--- src/rtl/cplx_div_seq_pkg.sv ---
// Shared definitions for the complex-divide sequencer: FSM encoding,
// default widths, divider port widths and the rounding helper.
// Optional feature macro: CPLX_ROUND_EN (round-to-nearest quotients).
package cplx_div_pkg;

  localparam int W_DEF       = 8;
  localparam int FRAC_DEF    = 8;

  localparam int DIVIDEND_W  = 32;
  localparam int DIVISOR_W   = 16;
  localparam int QUOTIENT_W  = 32;

  // Cycles from the divider's run pulse to its stop cycle inclusive.
  localparam int DIV_LATENCY = 33;

  typedef logic [2:0] state_t;

  localparam state_t ST_IDLE    = 3'd0;
  localparam state_t ST_CALC    = 3'd1;
  localparam state_t ST_RUN_RE  = 3'd2;
  localparam state_t ST_WAIT_RE = 3'd3;
  localparam state_t ST_CAP_RE  = 3'd4;
  localparam state_t ST_WAIT_IM = 3'd5;
  localparam state_t ST_CAP_IM  = 3'd6;
  localparam state_t ST_DONE    = 3'd7;

  // Moves a numerator half a divisor away from zero so that the divider's
  // truncation becomes round-to-nearest with ties away from zero.
  function automatic logic signed [DIVIDEND_W-1:0] round_bias(
    input logic signed [DIVIDEND_W-1:0] n,
    input logic        [DIVISOR_W-1:0]  d
  );
    logic signed [DIVIDEND_W-1:0] half;
    half = signed'({{(DIVIDEND_W-DIVISOR_W){1'b0}}, d >> 1});
    if (n > 0)      return n + half;
    else if (n < 0) return n - half;
    return n;
  endfunction

endpackage

--- src/rtl/cplx_div_seq_if.sv ---
// Bundle of the operand, result and divider-side signals of cplx_div_seq.
// slave: the sequencer's view. master: the environment's view.
interface cplx_div_seq_if
  import cplx_div_pkg::*;
#(
  parameter int W = W_DEF
) ();

  // operand channel
  logic                         in_valid;
  logic                         in_ready;
  logic signed [W-1:0]          a_re;
  logic signed [W-1:0]          a_im;
  logic signed [W-1:0]          b_re;
  logic signed [W-1:0]          b_im;

  // result channel
  logic                         out_valid;
  logic                         out_ready;
  logic signed [QUOTIENT_W-1:0] q_re;
  logic signed [QUOTIENT_W-1:0] q_im;
  logic                         dz;

  // shared sequential divider
  logic                         div_run;
  logic signed [DIVIDEND_W-1:0] div_dividend;
  logic        [DIVISOR_W-1:0]  div_divisor;
  logic                         div_busy;
  logic                         div_stop;
  logic signed [QUOTIENT_W-1:0] div_quotient;

  modport slave (
    input  in_valid, a_re, a_im, b_re, b_im, out_ready,
    input  div_busy, div_stop, div_quotient,
    output in_ready, out_valid, q_re, q_im, dz,
    output div_run, div_dividend, div_divisor
  );

  modport master (
    output in_valid, a_re, a_im, b_re, b_im, out_ready,
    output div_busy, div_stop, div_quotient,
    input  in_ready, out_valid, q_re, q_im, dz,
    input  div_run, div_dividend, div_divisor
  );

endinterface

--- src/rtl/cplx_div_seq_num_calc.sv ---
// Combinational numerator/denominator former for (a+jb)/(c+jd):
//   Nre = (ac+bd) << FRAC, Nim = (bc-ad) << FRAC, D = c^2 + d^2.
// With CPLX_ROUND_EN defined, each numerator carries a sign(N)*(D>>1) bias.
module cplx_num_calc
  import cplx_div_pkg::*;
#(
  parameter int W    = W_DEF,
  parameter int FRAC = FRAC_DEF
) (
  input  logic signed [W-1:0]          a_i,
  input  logic signed [W-1:0]          b_i,
  input  logic signed [W-1:0]          c_i,
  input  logic signed [W-1:0]          d_i,
  output logic signed [DIVIDEND_W-1:0] nre_o,
  output logic signed [DIVIDEND_W-1:0] nim_o,
  output logic        [DIVISOR_W-1:0]  d_o
);

  logic signed [DIVIDEND_W-1:0] a_x, b_x, c_x, d_x;
  logic signed [DIVIDEND_W-1:0] re_sum, im_sum;

  // Sign-extend every component to full dividend width before multiplying.
  assign a_x = {{(DIVIDEND_W-W){a_i[W-1]}}, a_i};
  assign b_x = {{(DIVIDEND_W-W){b_i[W-1]}}, b_i};
  assign c_x = {{(DIVIDEND_W-W){c_i[W-1]}}, c_i};
  assign d_x = {{(DIVIDEND_W-W){d_i[W-1]}}, d_i};

  assign re_sum = a_x * c_x + b_x * d_x;
  assign im_sum = b_x * c_x - a_x * d_x;

  // c^2+d^2 peaks at 2*(2^(W-1))^2, which fits the unsigned divisor width.
  assign d_o = DIVISOR_W'(c_x * c_x + d_x * d_x);

`ifdef CPLX_ROUND_EN
  assign nre_o = round_bias(re_sum <<< FRAC, d_o);
  assign nim_o = round_bias(im_sum <<< FRAC, d_o);
`else
  assign nre_o = re_sum <<< FRAC;
  assign nim_o = im_sum <<< FRAC;
`endif

endmodule

--- src/rtl/cplx_div_seq.sv ---
// Complex-divide front-end sequencer. Forms both numerators and the
// denominator, then time-shares one external 32/16 divider: real part
// first, imaginary part second, and presents both quotients together.
// Optional feature macro: CPLX_ROUND_EN (handled inside cplx_num_calc).
//
// Handshakes: a transfer happens on a rising clock edge where valid and
// ready are both high; valid never waits for ready, and once raised the
// result (out_valid, q_re, q_im, dz) is held unchanged until out_ready.
module cplx_div_seq
  import cplx_div_pkg::*;
#(
  parameter int W    = W_DEF,
  parameter int FRAC = FRAC_DEF
) (
  input  logic          clock,
  input  logic          reset,
  cplx_div_seq_if.slave bus,
  output state_t        dbg_state_o
);

  state_t state_q, state_d;

  logic signed [W-1:0]          a_q, b_q, c_q, d_q;
  logic signed [DIVIDEND_W-1:0] nim_q;
  logic signed [DIVIDEND_W-1:0] dividend_q;
  logic        [DIVISOR_W-1:0]  divisor_q;
  logic signed [QUOTIENT_W-1:0] q_re_q, q_im_q;
  logic                         dz_q;

  logic signed [DIVIDEND_W-1:0] nre_c, nim_c;
  logic        [DIVISOR_W-1:0]  d_c;

  cplx_num_calc #(
    .W    (W),
    .FRAC (FRAC)
  ) u_num_calc (
    .a_i   (a_q),
    .b_i   (b_q),
    .c_i   (c_q),
    .d_i   (d_q),
    .nre_o (nre_c),
    .nim_o (nim_c),
    .d_o   (d_c)
  );

  // State register; reset aborts any operation back to IDLE.
  always_ff @(posedge clock) begin
    if (reset) state_q <= ST_IDLE;
    else       state_q <= state_d;
  end

  // Next-state logic; div_stop only matters in the two WAIT states.
  always_comb begin
    state_d = state_q;
    case (state_q)
      ST_IDLE:    if (bus.in_valid) state_d = ST_CALC;
      ST_CALC:    state_d = (d_c == '0) ? ST_DONE : ST_RUN_RE;
      ST_RUN_RE:  if (!bus.div_busy) state_d = ST_WAIT_RE;
      ST_WAIT_RE: if (bus.div_stop) state_d = ST_CAP_RE;
      ST_CAP_RE:  state_d = ST_WAIT_IM;
      ST_WAIT_IM: if (bus.div_stop) state_d = ST_CAP_IM;
      ST_CAP_IM:  state_d = ST_DONE;
      ST_DONE:    if (bus.out_ready) state_d = ST_IDLE;
      default:    state_d = ST_IDLE;
    endcase
  end

  // State-decoded outputs; the second run pulse ignores div_busy because
  // the divider has just finished the real division.
  always_comb begin
    bus.in_ready  = 1'b0;
    bus.out_valid = 1'b0;
    bus.div_run   = 1'b0;
    case (state_q)
      ST_IDLE:   bus.in_ready  = 1'b1;
      ST_RUN_RE: bus.div_run   = !bus.div_busy;
      ST_CAP_RE: bus.div_run   = 1'b1;
      ST_DONE:   bus.out_valid = 1'b1;
      default:   ;
    endcase
  end

  // Operand capture, numerator registration and quotient capture. The
  // dividend switches to Nim on the edge the real division ends, so it
  // is already in place for the CAP_RE run pulse.
  always_ff @(posedge clock) begin
    if (reset) begin
      a_q        <= '0;
      b_q        <= '0;
      c_q        <= '0;
      d_q        <= '0;
      nim_q      <= '0;
      dividend_q <= '0;
      divisor_q  <= '0;
      q_re_q     <= '0;
      q_im_q     <= '0;
      dz_q       <= 1'b0;
    end else begin
      if (state_q == ST_IDLE && bus.in_valid) begin
        a_q <= bus.a_re;
        b_q <= bus.a_im;
        c_q <= bus.b_re;
        d_q <= bus.b_im;
      end
      if (state_q == ST_CALC) begin
        if (d_c == '0) begin
          dz_q   <= 1'b1;
          q_re_q <= '0;
          q_im_q <= '0;
        end else begin
          dz_q       <= 1'b0;
          dividend_q <= nre_c;
          nim_q      <= nim_c;
          divisor_q  <= d_c;
        end
      end
      if (state_q == ST_WAIT_RE && bus.div_stop) dividend_q <= nim_q;
      if (state_q == ST_CAP_RE) q_re_q <= bus.div_quotient;
      if (state_q == ST_CAP_IM) q_im_q <= bus.div_quotient;
    end
  end

  assign bus.q_re         = q_re_q;
  assign bus.q_im         = q_im_q;
  assign bus.dz           = dz_q;
  assign bus.div_dividend = dividend_q;
  assign bus.div_divisor  = divisor_q;
  assign dbg_state_o      = state_q;

endmodule

--- src/flat_wrapper.sv ---
// flat-port wrapper written by rule: the top's interface ports become plain ports
module cplx_div_seq_flat import cplx_div_pkg::*;
#(
  parameter int W    = W_DEF,
  parameter int FRAC = FRAC_DEF
)
  (clock, reset, dbg_state_o, bus_in_valid, bus_a_re, bus_a_im, bus_b_re, bus_b_im, bus_out_ready, bus_div_busy, bus_div_stop, bus_div_quotient, bus_in_ready, bus_out_valid, bus_q_re, bus_q_im, bus_dz, bus_div_run, bus_div_dividend, bus_div_divisor);
  cplx_div_seq_if #(.W(W)) bus_i ();
  input  logic clock;
  input  logic reset;
  output state_t dbg_state_o;
  input wire logic [$bits(bus_i.in_valid)-1:0] bus_in_valid;
  input wire logic [$bits(bus_i.a_re)-1:0] bus_a_re;
  input wire logic [$bits(bus_i.a_im)-1:0] bus_a_im;
  input wire logic [$bits(bus_i.b_re)-1:0] bus_b_re;
  input wire logic [$bits(bus_i.b_im)-1:0] bus_b_im;
  input wire logic [$bits(bus_i.out_ready)-1:0] bus_out_ready;
  input wire logic [$bits(bus_i.div_busy)-1:0] bus_div_busy;
  input wire logic [$bits(bus_i.div_stop)-1:0] bus_div_stop;
  input wire logic [$bits(bus_i.div_quotient)-1:0] bus_div_quotient;
  output wire logic [$bits(bus_i.in_ready)-1:0] bus_in_ready;
  output wire logic [$bits(bus_i.out_valid)-1:0] bus_out_valid;
  output wire logic [$bits(bus_i.q_re)-1:0] bus_q_re;
  output wire logic [$bits(bus_i.q_im)-1:0] bus_q_im;
  output wire logic [$bits(bus_i.dz)-1:0] bus_dz;
  output wire logic [$bits(bus_i.div_run)-1:0] bus_div_run;
  output wire logic [$bits(bus_i.div_dividend)-1:0] bus_div_dividend;
  output wire logic [$bits(bus_i.div_divisor)-1:0] bus_div_divisor;
  assign bus_i.in_valid = bus_in_valid;
  assign bus_i.a_re = bus_a_re;
  assign bus_i.a_im = bus_a_im;
  assign bus_i.b_re = bus_b_re;
  assign bus_i.b_im = bus_b_im;
  assign bus_i.out_ready = bus_out_ready;
  assign bus_i.div_busy = bus_div_busy;
  assign bus_i.div_stop = bus_div_stop;
  assign bus_i.div_quotient = bus_div_quotient;
  assign bus_in_ready = bus_i.in_ready;
  assign bus_out_valid = bus_i.out_valid;
  assign bus_q_re = bus_i.q_re;
  assign bus_q_im = bus_i.q_im;
  assign bus_dz = bus_i.dz;
  assign bus_div_run = bus_i.div_run;
  assign bus_div_dividend = bus_i.div_dividend;
  assign bus_div_divisor = bus_i.div_divisor;
  cplx_div_seq #(.W(W), .FRAC(FRAC)) u_core (.clock(clock), .reset(reset), .bus(bus_i), .dbg_state_o(dbg_state_o));
endmodule
--- config.mk ---
export PLATFORM = sky130hd
export DESIGN_NAME = cplx_div_seq_flat
export DESIGN_NICKNAME = d
export VERILOG_FILES = /design/src/rtl/cplx_div_seq_pkg.sv /design/src/rtl/cplx_div_seq_if.sv /design/src/rtl/cplx_div_seq_num_calc.sv /design/src/rtl/cplx_div_seq.sv /design/src/flat_wrapper.sv
export SDC_FILE = /design/constraint.sdc
export NUM_CORES = 1
export LEC_CHECK = 0
export CELL_PAD_IN_SITES_DETAIL_PLACEMENT = 1
export CELL_PAD_IN_SITES_GLOBAL_PLACEMENT = 1
export CORE_MARGIN = 2
export CORE_UTILIZATION = 31
export DETAILED_ROUTE_END_ITERATION = 10
export DONT_BUFFER_PORTS = 1
export GPL_TIMING_DRIVEN = 1
export PLACE_DENSITY = 0.5
export SLEW_MARGIN = 10
export SYNTH_ARGS = -nofsm -noshare
export SYNTH_HDL_FRONTEND = slang
export SYNTH_SLANG_ARGS = --single-unit
--- constraint.sdc ---
create_clock -name clock -period 8.8 [get_ports clock]
set_input_delay 0.88 -clock clock [delete_from_list [all_inputs] [get_ports clock]]
set_output_delay 0.88 -clock clock [all_outputs]
set_load 0.03 [all_outputs]
Word level (Yosys, flattened, before mapping)
Index checks and enable logic that the tools add are counted.
{ "totals": {"output_inout_bits": 119, "reg_bits": 172, "wordCells": 67} }
{ "classes": {"n_addsub": 3, "multipliers": 6, "mux": 18, "eq_ne": 13, "bitwise_logic": 1, "reduce_logical": 15} }
{ "op_table": {"columns": ["op", "n"], "rows": [
  ["two-way mux 32 bit", 7],
  ["multiplier 8 x 8 -> 16 bit", 6],
  ["case mux 3 bit (8 select lines)", 1],
  ["two-way mux 3 bit", 6],
  ["adder 16 x 16 -> 17 bit", 1],
  ["subtractor 16 x 16 -> 17 bit", 1],
  ["adder 16 bit", 1],
  ["logical NOT 16 bit", 1],
  ["equality test 3 bit, second input constant", 4],
  ["!= test 2 bit, second input constant", 6],
  ["nonzero test 2 bit", 5],
  ["AND reduction 2 bit", 4],
  ["equality test 3 x 2 -> 1 bit, second input constant", 2],
  ["AND reduction 5 bit", 1],
  ["equality test 3 x 1 -> 1 bit, second input constant", 1],
  ["logical NOT 3 bit", 1],
  ["two-way mux 1 bit", 3],
  ["logical AND 1 bit", 2],
  ["case mux 1 bit (2 select lines)", 1],
  ["logical NOT 1 bit", 1],
  ["NOT 1 bit", 1]
]} }

Longest topological paths before layout
Gate-level depths: netlist of run 1.
{ "depth": {"ltp_word": 6, "ltp_mapped": 26, "mapped_depth_nobuf": 23} }

Cells and area by module
A second synthesis of run 1 with hierarchy kept.
{ "hier_totals": {"hier_cells": 2461, "hier_area_um2": 22372.7} }
{ "by_module_without_submodules": {"columns": ["module", "n_inst", "cells_each", "area_each_um2"], "rows": [
  ["cplx_num_calc", 1, 1665, 15453.6],
  ["cplx_div_seq", 1, 796, 6919.1]
]} }

Least setup slack after synthesis of run 1
Ideal clock, no wire load.
{ "synth_timing": {"path_type": "reg2reg", "startpoint": "register u_core.c_q[7]", "endpoint": "register u_core.nim_q[13]", "arrival_ps": 6275, "path_stages_with_launch": 23, "path_buffers": 3, "setup_time_ps": 132, "path_slack_ps": 2393, "period_less_slack_ps": 6407, "cell_sequence": "dfxtp_1 -> inv_1 -> clkbuf_1 -> nor2_1 -> fa_1 -> fa_1 -> fa_1 -> fa_1 -> fa_1 -> inv_1 -> fa_1 -> inv_1 -> ha_1 -> nor4_1 -> o221ai_1 -> a31oi_1 -> o21ai_0 -> xnor2_1 -> or4b_1 -> buf_2 -> buf_2 -> nand4b_1 -> a21oi_1"} }
{ "synth_via": {"elab_chain_cells": 5} }
{ "synth_rtl": {"columns": ["item", "line", "text"], "rows": [
  ["from (decl)", "cplx_div_seq.sv:23", "logic signed [W-1:0] a_q, b_q, c_q, d_q;"],
  ["from (signal assigned)", "cplx_div_seq.sv:102", "c_q <= bus.b_re;"],
  ["multiplier 8 x 8 -> 16 bit", "cplx_div_seq_num_calc.sv:32", "assign d_o = DIVISOR_W'(c_x * c_x + d_x * d_x);"],
  ["adder 16 bit", "cplx_div_seq_num_calc.sv:32", null],
  ["logical NOT 16 bit", "cplx_div_seq.sv:106", "if (d_c == '0) begin"],
  ["NOT 1 bit (no line)", null, null],
  ["AND reduction 2 bit (no line)", null, null],
  ["to (signal assigned)", "cplx_div_seq.sv:113", "nim_q <= nim_c;"],
  ["to (decl)", "cplx_div_seq.sv:24", "logic signed [DIVIDEND_W-1:0] nim_q;"]
]} }
No other way between the ends.
A chain may end at the register's enable or synchronous reset.

Worst setup path in the final report of run 1
{ "layout_timing": {"startpoint": "register u_core.d_q[2]", "endpoint": "register u_core.dividend_q[19], in the netlist u_core.bus.div_dividend[19]"} }
{ "layout_via": {"elab_chain_cells": 5, "elab_cells_between_ends": 10} }
{ "layout_rtl": {"columns": ["item", "line", "text"], "rows": [
  ["from (decl)", "cplx_div_seq.sv:23", null],
  ["from (signal assigned)", "cplx_div_seq.sv:103", "d_q <= bus.b_im;"],
  ["multiplier 8 x 8 -> 16 bit (on tied branches)", "cplx_div_seq_num_calc.sv:32, cplx_div_seq_num_calc.sv:28", null],
  ["adder 16 bit / adder 16 x 16 -> 17 bit (equally long branches)", "cplx_div_seq_num_calc.sv:32, cplx_div_seq_num_calc.sv:28", null],
  ["logical NOT 16 bit / two-way mux 32 bit (equally long branches)", "cplx_div_seq.sv:106", null],
  ["!= test 2 bit (no line) / two-way mux 32 bit (equally long branches)", null, null],
  ["AND reduction 2 bit (no line) / two-way mux 32 bit (equally long branches)", null, null],
  ["to (signal assigned)", "cplx_div_seq.sv:112", "dividend_q <= nre_c;"],
  ["to (signal assigned)", "cplx_div_seq.sv:117", "if (state_q == ST_WAIT_RE && bus.div_stop) dividend_q <= nim_q;"],
  ["to (decl)", "cplx_div_seq.sv:25", "logic signed [DIVIDEND_W-1:0] dividend_q;"]
]} }
Parallel ways exist; a longest one is shown, timed or not. The select of a mux whose other input is x is not followed.

==> impl_metrics.env, run 1 <==
export IMPL_maxCapViolations=0
export IMPL_antenna_found_initial=9
export IMPL_crit_type="reg2reg"
export IMPL_utilization_pct=33.5
export IMPL_synthAdderAreaFrac_pct=48.4
export IMPL_syn_inst=2149
export IMPL_routed_wirelength_um=63300
export IMPL_hold_class="reg2reg"
export IMPL_die_area_um2=68100
export IMPL_grt_overflow=0
export IMPL_die_h_um=261
export IMPL_drc=0
export IMPL_ios=189
export IMPL_async_reset_ff_share_pct=0
export IMPL_drv_slew=0
export IMPL_drt_initial_drc_count=541
export IMPL_clock_skew_ns=0.0263
export IMPL_yosysWarnings=0
export IMPL_clk_pin_slew_ns=0.08
export IMPL_row_count=94
export IMPL_syn_area_um2=20500
export IMPL_pre_cts_slack_ns=1.20
export IMPL_num_nets_final=2712
export IMPL_avgSynthCellArea_um2=9.52
export IMPL_clockBufferDepth=2
export IMPL_grt_pass1_vias=16500
export IMPL_cts_buffers=17
export IMPL_fin_crit_sh_pct=86.2
export IMPL_start_util_pct=31.2
export IMPL_wl_per_cell_um=21.4
export IMPL_synth_edf_count=0
export IMPL_hpwl_um=51000
export IMPL_port_buffers=0
export IMPL_cts_repair_resize_count=0
export IMPL_dr_pass1_iters=5
export IMPL_grt_pass1_wl_um=99600
export IMPL_rsz0062_at_grt="false"
export IMPL_ys_flop_type="dfxtp_1"
export IMPL_hold_violations=0
export IMPL_start_kind="flip-flop"
export IMPL_crit_arrival_ns=7.93
export IMPL_slew_headroom_pct=24.0
export IMPL_setup_viol_count_final=0
export IMPL_clock_sinks=150
export IMPL_fmax_mhz=132
export IMPL_place_area_um2=21300
export IMPL_grtUsageTotal_pct=19.2
export IMPL_gp_congestion=0.798
export IMPL_area_growth_pct=7.15
export IMPL_synth_xor_area_share_pct=3.24
export IMPL_yosysUniqueCellTypes=65
export IMPL_core_area_um2=65500
export IMPL_fin_ws_ns=1.21
export IMPL_status="finished, final reports clean"
export IMPL_worst_slew_pin_slew_ns=1.13
export IMPL_via_per_inst=4.89
export IMPL_seq_area_frac_synth_pct=14.7
export IMPL_fp_dieW_um=261
export IMPL_tns_ns=0
export IMPL_fin_cells=2964
export IMPL_drive_gt1_share_pct=4.29
export IMPL_period_minus_slack_ns=7.59
export IMPL_post_cts_buffers=0
export IMPL_grt_max_degree=90
export IMPL_clk_latency_ns=0.45
export IMPL_power_density_nw_per_um2=289
export IMPL_cts_tree="built"
export IMPL_final_area_um2=21900
export IMPL_endpoint_kind="flip-flop"
export IMPL_htree_num_levels=4
export IMPL_leakagePower_nw=9.73
export IMPL_synth_top_family_by_area="adder cells"
export IMPL_ys_ff_latch=150
export IMPL_synth_compound_area_share_pct=10.6
export IMPL_crit_fanout=30
export IMPL_vias=14500
export IMPL_root_buffer="clkbuf_16"
export IMPL_yosys_area_share_simple_pct=12.8
export IMPL_cp_required_ns=9.14
export IMPL_fillCellCount=7436
export IMPL_hold_buffers=0
export IMPL_drtAntennaViolNets=0
export IMPL_ir_drop_uv=202
export IMPL_dpl_cell_count=2931
export IMPL_muxShareOfSynthArea_pct=0.153
## layer usage
metal,GRT usage [%],wire length [um],up-vias
li1,-,-,6593
met1,26.7,29600,7651
met2,32.2,31000,198
met3,2.59,1770,55
met4,3.67,994,0
met5,0,0,-
## cell type report
| cell class | count | area (um2) | area share (%) |
|---|---|---|---|
| clock inverter | 15 | 159 | 0.725 |
| antenna | 1 | 2.50 | 0.0114 |
| sequential | 150 | 3000 | 13.7 |
| inverter | 403 | 1510 | 6.90 |
| tap | 864 | 1080 | 4.93 |
| multi-input combinational | 1475 | 15400 | 70.4 |
| timing repair buffer | 39 | 293 | 1.34 |
| clock buffer | 17 | 425 | 1.94 |
## where the power goes
| part | leakage (nW) | switching [W] | total, W | internal [W] |
|---|---|---|---|---|
| Sequential | 1.22 | 0.000281 | 0.00107 | 0.000790 |
| Clock | 0.278 | 0.000367 | 0.000746 | 0.000379 |
| Combinational | 8.23 | 0.00273 | 0.00451 | 0.00177 |
## flip-flops by register name, indices dropped and copies added (netlist names), 8 cells and up
name / cells
u_core.c_q: 8
u_core.bus.div_dividend: 17
u_core.b_q: 8
u_core.bus.q_im: 32
u_core.bus.div_divisor: 16
u_core.d_q: 8
u_core.bus.q_re: 32
u_core.a_q: 8
u_core.nim_q: 17
## cell usage in the layout, fill, tap and decap left out, types with 13 or more instances in the layout
cell,count
nand2b_1,21
and2_1,169
a21oi_1,100
ha_1,163
clkbuf_16,17
a32o_1,62
xnor2_1,59
inv_1,401
o21ai_1,17
a21o_1,14
buf_4,39
dfxtp_1,149
xor2_1,14
o211ai_1,15
nand3_1,25
o21ai_0,31
a32oi_1,13
fa_1,393
nand2_1,196
nor2_1,66
## through the flow
step	hold slack [ns]	power, W
6_report	0.481	0.00633
5_1_grt	0.497	0.00699
3_3_place_gp	0.458	0.00563
3_5_place_dp	0.469	0.00564
2_1_floorplan	0.447	0.00415
4_1_cts	0.480	0.00646
## cell usage after synthesis, types with 13 or more instances
| master | instances | area (um2) |
|---|---|---|
| nand3_1 | 25 | 125 |
| o21ai_0 | 31 | 155 |
| fa_1 | 393 | 7870 |
| inv_1 | 401 | 1510 |
| a32o_1 | 62 | 621 |
| buf_4 | 16 | 120 |
| a21o_1 | 14 | 105 |
| nand2b_1 | 21 | 131 |
| dfxtp_1 | 150 | 3000 |
| xnor2_1 | 59 | 517 |
| ha_1 | 163 | 2040 |
| and2_1 | 170 | 1060 |
| a32oi_1 | 13 | 114 |
| nor3_1 | 14 | 70.1 |
| o211ai_1 | 15 | 113 |
| nand2_1 | 197 | 739 |
| a21oi_1 | 100 | 500 |
| nor2_1 | 66 | 248 |
| o21ai_1 | 17 | 85.1 |
| xor2_1 | 14 | 123 |
| clkbuf_1 | 97 | 364 |
## cell families (layout without fill, tap and decap cells)
| kind of cell | after synthesis | count (layout) |
|---|---|---|
| AOI/OAI and AO/OA | 308 | 308 |
| other | 1 | 9 |
| buffers and inverters | 531 | 474 |
| xor gates and xnor gates | 74 | 74 |
| muxes | 3 | 3 |
| DFF | 150 | 150 |
| adders and majority gates | 556 | 556 |
| and+or+nand+nor | 526 | 526 |
## path summary, 6_finish.rpt
check / depth (start not counted) / startpoint / to / slack [ns]
worst max register to register: 19 / u_core.d_q[2] / u_core.bus.div_dividend[19] / 1.21
worst max-delay path: 19 / u_core.d_q[2] / u_core.bus.div_dividend[19] / 1.21
worst min register to register: 2 / u_core.nim_q[20] / u_core.nim_q[20] / 0.48
worst min-delay path: 2 / u_core.nim_q[20] / u_core.nim_q[20] / 0.48
## worst max-delay path, cell delays in order (launching register included)
cell and delay (ns):
dfxtp_1 0.94, inv_1 0.33, nand2_1 0.17, fa_1 0.43, fa_1 0.52, fa_1 0.46, fa_1 0.53, fa_1 0.43
fa_1 0.49, inv_1 0.04, ha_1 0.23, nor4_1 0.35, o221ai_1 0.22, a31oi_1 0.32, o21ai_0 0.16, xnor2_1 0.22
nor4b_4 0.60, buf_4 0.44, o21ai_1 0.19, o221a_2 0.35
No activity file was read; power rests on OpenSTA's default activity.
==> inputs of run 2 (changes only) <==
- CORE_ASPECT_RATIO: default -> 1.2
- SLEW_MARGIN: 10 -> default
==> impl_metrics.env, run 2 (synthesis gave the netlist of run 1 again) <==
export IMPL_status="finished, final reports clean"
export IMPL_die_area_um2=68100
export IMPL_r2r_slack_ns=1.02
export IMPL_totalPowerFinal_w=0.00628
export IMPL_grt_overflow=0
export IMPL_antenna_found_initial=6
export IMPL_drive_gt1_share_pct=4.65
export IMPL_utilization_pct=33.5
export IMPL_htree_num_levels=4
export IMPL_power_density_nw_per_um2=286
export IMPL_drv_slew=0
export IMPL_period_minus_slack_ns=7.78
export IMPL_row_count=103
export IMPL_crit_top_cell="fa_1"
export IMPL_crit_path_max_incr_delay_ns=0.84
export IMPL_cts_repair_resize_count=0
export IMPL_clk_latency_ns=0.45
export IMPL_via_per_inst=4.91
export IMPL_pre_cts_slack_ns=0.979
export IMPL_final_cell_mix="401 x inv_1, 393 x fa_1, 196 x nand2_1"
export IMPL_fillCellCount=7499
export IMPL_cts_buffers=17
export IMPL_clock_skew_ns=0.0156
export IMPL_ir_drop_uv=187
export IMPL_routed_wirelength_um=63000
export IMPL_drtAntennaViolNets=0
export IMPL_reg2regPathDepth=20
export IMPL_slew_headroom_pct=40.5
export IMPL_tns_ns=0
export IMPL_min_from="u_core.b_q[3]"
export IMPL_drc=0
export IMPL_hold_buffers=0
export IMPL_gp_congestion=0.786
export IMPL_clockBufferDepth=2
export IMPL_crit_arrival_ns=8.17
export IMPL_grt_pass1_wl_um=99500
export IMPL_vias=14500
export IMPL_final_area_um2=22000
export IMPL_clk_pin_slew_ns=0.08
export IMPL_fin_ws_ns=1.02
export IMPL_leakagePower_nw=9.78
export IMPL_fin_crit_sh_pct=88.4
export IMPL_grt_pass1_vias=16600
export IMPL_ios=189
export IMPL_rr_startpoint="u_core.d_q[7]"
export IMPL_rsz0062_at_grt="false"
export IMPL_endpoint_kind="flip-flop"
export IMPL_wl_per_cell_um=21.4
export IMPL_hold_violations=0
export IMPL_fmax_mhz=129
export IMPL_place_area_um2=21400
export IMPL_core_area_um2=65600
export IMPL_num_nets_final=2720
export IMPL_crit_fanout=23
export IMPL_crit_path_cell_trace="inv_1 > nor2_1 > xnor2_1 > ha_1 > a31oi_1 > fa_1 > fa_1 > fa_1 > fa_1 > fa_1 > inv_1 > ha_1 > nor4_1 > a21boi_0 > nor2_1 > o311ai_1 > nor4b_4 > a211oi_4 > buf_4 > a32o_1"
export IMPL_worst_slew_pin_slew_ns=0.889
export IMPL_post_cts_buffers=0
export IMPL_cp_required_ns=9.19
export IMPL_dr_pass1_iters=5
export IMPL_port_buffers=0
export IMPL_setup_viol_count_final=0
export IMPL_start_kind="flip-flop"
export IMPL_grt_max_degree=90
export IMPL_crit_slowest_cell="dfxtp_1"
export IMPL_root_buffer="clkbuf_16"
export IMPL_start_util_pct=31.2
export IMPL_maxCapViolations=0
export IMPL_fp_dieW_um=238
export IMPL_diodes=0
export IMPL_area_growth_pct=7.40
export IMPL_cts_tree="built"
export IMPL_hold_class="reg2reg"
export IMPL_layout_commonest_cell="inv_1"
export IMPL_hpwl_um=51200
export IMPL_drt_initial_drc_count=581
export IMPL_min_to="u_core.b_q[3]"
export IMPL_crit_type="reg2reg"
export IMPL_timing_rr_end="u_core.bus.q_re[15]"
export IMPL_clock_sinks=150
export IMPL_holdPathStages=2
export IMPL_grtUsageTotal_pct=19.4
export IMPL_die_h_um=285
## run 2: changes by cell type in the layout (fill, tap and decap cells not counted)
cell        delta
clkinvlp_4     -2
buf_12         +1
buf_4          +7
clkinv_4       -1
inv_6          +4
clkinv_2       -1
diode_2        -1
inv_8          -1
inv_12         +1
## run 2: critical path: cells and delay by family, from the launching register on
| family | cells | cell delay, ns |
|---|---|---|
| adders and majority gates | 7 | 2.86 |
| DFF | 1 | 0.84 |
| buffers and inverters | 3 | 0.93 |
| AOI/OAI and AO/OA | 5 | 2.05 |
| and+or+nand+nor | 4 | 0.95 |
| xor gates and xnor gates | 1 | 0.09 |
## run 2: final cells by class
| cell class | instances | area, um2 | share of cell area [%] |
|---|---|---|---|
| Sequential cell | 150 | 3000 | 13.7 |
| Clock inverter | 15 | 170 | 0.775 |
| Clock buffer | 17 | 425 | 1.94 |
| Multi-Input combinational cell | 1475 | 15400 | 70.3 |
| Inverter | 403 | 1510 | 6.89 |
| Timing Repair Buffer | 47 | 365 | 1.66 |
| Tap cell | 840 | 1050 | 4.78 |
## run 2: worst max path at each step
stage	end	startpoint	cells past startpoint
after CTS	u_core.bus.q_re[15]	u_core.d_q[7]	20
after global routing	u_core.bus.q_re[30]	u_core.d_q[7]	20
after detailed placement	u_core.bus.q_re[15]	u_core.d_q[7]	20
after global placement	u_core.bus.q_re[18]	u_core.d_q[7]	21
after floorplan	u_core.nim_q[13]	u_core.c_q[7]	22
final	u_core.bus.q_re[15]	u_core.d_q[7]	20
## run 2: stage by stage
stage	hold slack, ns	std cells
CTS	0.474	2947
finish	0.472	2947
global route	0.473	2947
global placement	0.450	2915
detailed placement	0.464	2915
floorplan	0.447	2156
## run 2: metal layers
| metal | wire (um) | up-vias | track usage (%) |
|---|---|---|---|
| met5 | 23 | - | 0 |
| met4 | 1510 | 4 | 5.41 |
| met3 | 2900 | 64 | 3.80 |
| met2 | 31100 | 238 | 33.3 |
| met1 | 27500 | 7538 | 24.6 |
| li1 | - | 6614 | - |
## run 2: where the power goes
group          total, W  switching (W)  internal (W)
Combinational   0.00443        0.00266       0.00177
Sequential      0.00107       0.000285      0.000790
Clock          0.000774       0.000389      0.000385
==> inputs of run 3 (changes only) <==
- CORE_MARGIN: 2 -> 4
- SKIP_LAST_GASP: default -> 1
- SYNTH_HIERARCHICAL: default -> 1
==> impl_metrics.env, run 3 <==
export IMPL_clockBufferDepth=2
export IMPL_grt_max_degree=151
export IMPL_endpoint_kind="flip-flop"
export IMPL_seq_area_frac_synth_pct=16.1
export IMPL_rsz0062_at_grt="false"
export IMPL_crit_slowest_cell="dfxtp_1"
export IMPL_maxCapViolations=0
export IMPL_yosysMostFrequentCell="inv_1"
export IMPL_totalPowerFinal_w=0.00689
export IMPL_tns_ns=0
export IMPL_drt_initial_drc_count=495
export IMPL_reg2regPathDepth=22
export IMPL_final_area_um2=23800
export IMPL_num_nets_final=3007
export IMPL_fmax_mhz=133
export IMPL_crit_type="reg2reg"
export IMPL_fin_ws_ns=1.26
export IMPL_cp_num_buf_inv=5
export IMPL_r2r_slack_ns=1.26
export IMPL_crit_path_max_incr_delay_ns=0.83
export IMPL_root_buffer="clkbuf_16"
export IMPL_fp_dieW_um=253
export IMPL_async_reset_ff_share_pct=0
export IMPL_status="finished, final reports clean"
export IMPL_crit_top_cell="fa_1"
export IMPL_hold_violations=0
export IMPL_synthTopCellsByArea="fa_1 36%, dfxtp_1 16%, ha_1 9.0%, inv_1 8.1%, nand2_1 6.3%"
export IMPL_drtAntennaViolNets=0
export IMPL_row_count=107
export IMPL_vias=15800
export IMPL_port_buffers=0
export IMPL_antenna_found_initial=0
export IMPL_cts_tree="built"
export IMPL_synth_common_cells="481 x inv_1, 397 x fa_1, 378 x nand2_1"
export IMPL_start_kind="flip-flop"
export IMPL_power_density_nw_per_um2=289
export IMPL_grt_overflow=0
export IMPL_slew_headroom_pct=22.0
export IMPL_via_per_inst=4.76
export IMPL_yosysWarnings=6
export IMPL_min_to="u_core/nim_q[29]"
export IMPL_period_minus_slack_ns=7.54
export IMPL_holdPathStages=2
export IMPL_hold_class="reg2reg"
export IMPL_ios=189
export IMPL_syn_area_um2=22400
export IMPL_grt_pass1_wl_um=100000
export IMPL_place_area_um2=23200
export IMPL_layout_commonest_cell="inv_1"
export IMPL_holdWs_ns=0.457
export IMPL_die_area_um2=76600
export IMPL_hold_buffers=0
export IMPL_drive_gt1_share_pct=5.10
export IMPL_clk_pin_slew_ns=0.11
export IMPL_avgSynthCellArea_um2=9.09
export IMPL_post_cts_buffers=0
export IMPL_synth_edf_count=0
export IMPL_core_area_um2=71200
export IMPL_clock_sinks=180
export IMPL_synth_top_area_share_pct=35.5
export IMPL_die_h_um=302
export IMPL_drc=0
export IMPL_cts_buffers=17
export IMPL_ys_ff_latch=180
export IMPL_final_cell_mix="481 x inv_1, 397 x fa_1, 378 x nand2_1"
export IMPL_pre_cts_slack_ns=1.25
export IMPL_ir_drop_uv=312
export IMPL_clock_skew_ns=0.0270
export IMPL_routed_wirelength_um=63500
export IMPL_yosysUniqueCellTypes=66
export IMPL_start_util_pct=31.4
export IMPL_drv_slew=0
export IMPL_min_from="u_core/nim_q[29]"
export IMPL_grtUsageTotal_pct=16.9
export IMPL_syn_inst=2461
export IMPL_rr_startpoint="u_core/d_q[2]"
export IMPL_hpwl_um=49400
export IMPL_cp_required_ns=9.18
export IMPL_area_growth_pct=6.48
export IMPL_clk_latency_ns=0.51
export IMPL_ys_flop_type="dfxtp_1"
export IMPL_critical_path_top_delay_family="adder cells"
export IMPL_htree_num_levels=4
export IMPL_crit_fanout=32
export IMPL_yosys_area_top_type="fa_1"
export IMPL_gp_congestion=0.782
export IMPL_cts_repair_resize_count=0
export IMPL_crit_path_cell_trace="nand2_1 > inv_1 > fa_1 > fa_1 > inv_1 > fa_1 > fa_1 > fa_1 > fa_1 > inv_1 > ha_1 > o21ai_0 > nand2b_1 > a21oi_1 > a21oi_1 > xnor2_1 > or4_1 > nor4_1 > buf_4 > a211oi_4 > buf_4 > a22o_1"
export IMPL_dr_pass1_iters=4
export IMPL_fin_crit_sh_pct=85.6
export IMPL_crit_arrival_ns=7.92
export IMPL_timing_rr_end="u_core/bus.q_re[3]"
export IMPL_setup_viol_count_final=0
export IMPL_wl_per_cell_um=19.1
export IMPL_leakagePower_nw=11.0
export IMPL_grt_pass1_vias=17500
export IMPL_worst_slew_pin_slew_ns=1.17
## run 3: cell types whose count changed in the layout (fill, tap and decap cells not counted), sizes merged, moves of 22 or more
cell and delta:
o21ai -32, a22o +30, inv +77, nor2 +27
a21oi +32, a311oi +32, dfxtp +30, a32o -62
nand2 +181, nand3 -22
## run 3: how the worst max path moves through the flow
stage / from / slack (ns) / depth (start not counted) / endpoint
after global routing: u_core/d_q[2] / 0.77 / 22 / u_core/bus.q_re[3]
final: u_core/d_q[2] / 1.26 / 22 / u_core/bus.q_re[3]
after CTS: u_core/d_q[2] / 1.21 / 22 / u_core/bus.q_re[28]
after global placement: u_core/d_q[2] / 1.30 / 22 / u_core/bus.q_re[7]
after floorplan: u_core/c_q[7] / 2.00 / 25 / u_core/bus.div_dividend[10]
after detailed placement: u_core/d_q[2] / 1.25 / 22 / u_core/bus.q_re[27]
## run 3: logic make-up (layout without fill, tap and decap cells)
kind of cell / after synthesis / after routing / share of synthesized area [%]
other cells: 1 / 17 / 0.0168
compound gates: 313 / 313 / 10.7
simple gates: 698 / 698 / 14.3
buf+inv: 632 / 548 / 11.3
mux: 3 / 3 / 0.134
fa+ha+maj: 558 / 558 / 44.5
flops: 180 / 180 / 16.1
xor+xnor: 76 / 76 / 2.98
## run 3: area by class of cell
cell class / instances / area [um2]
clock buffers: 17 / 425
flip-flops and latches: 180 / 3600
clock inverters: 15 / 211
well taps: 926 / 1160
diodes: 1 / 2.50
repair buffers: 35 / 275
multi-input cells: 1664 / 16300
inverters: 481 / 1810
fillers: 8257 / 47400
## run 3: report_power, final
| group | total, W | switching (W) | leakage (nW) | internal [W] |
|---|---|---|---|---|
| Combinational | 0.00472 | 0.00296 | 9.25 | 0.00176 |
| Clock | 0.000850 | 0.000453 | 0.306 | 0.000398 |
| Sequential | 0.00132 | 0.000354 | 1.46 | 0.000965 |
| Total | 0.00689 | 0.00377 | 11.0 | 0.00312 |
## run 3: through the flow
stage,instances,util [%]
final,3319,33.4
after global routing,3318,33.4
after floorplan,2476,-
after detailed placement,3286,32.5
after global placement,3286,32.5
after CTS,3318,33.4
## run 3: per-layer routing
metal	vias to the layer above	part of all wire, %	GRT usage [%]
li1	7335	-	-
met1	8218	44	21.9
met2	196	51	30.3
met3	42	2.8	2.00
met4	0	1.7	3.93
met5	-	0	0
## run 3: worst min-delay path: stages, from the launching register on
cell     delay (ns)
dfxtp_1        0.31
nand2_1        0.05
a21oi_1        0.05
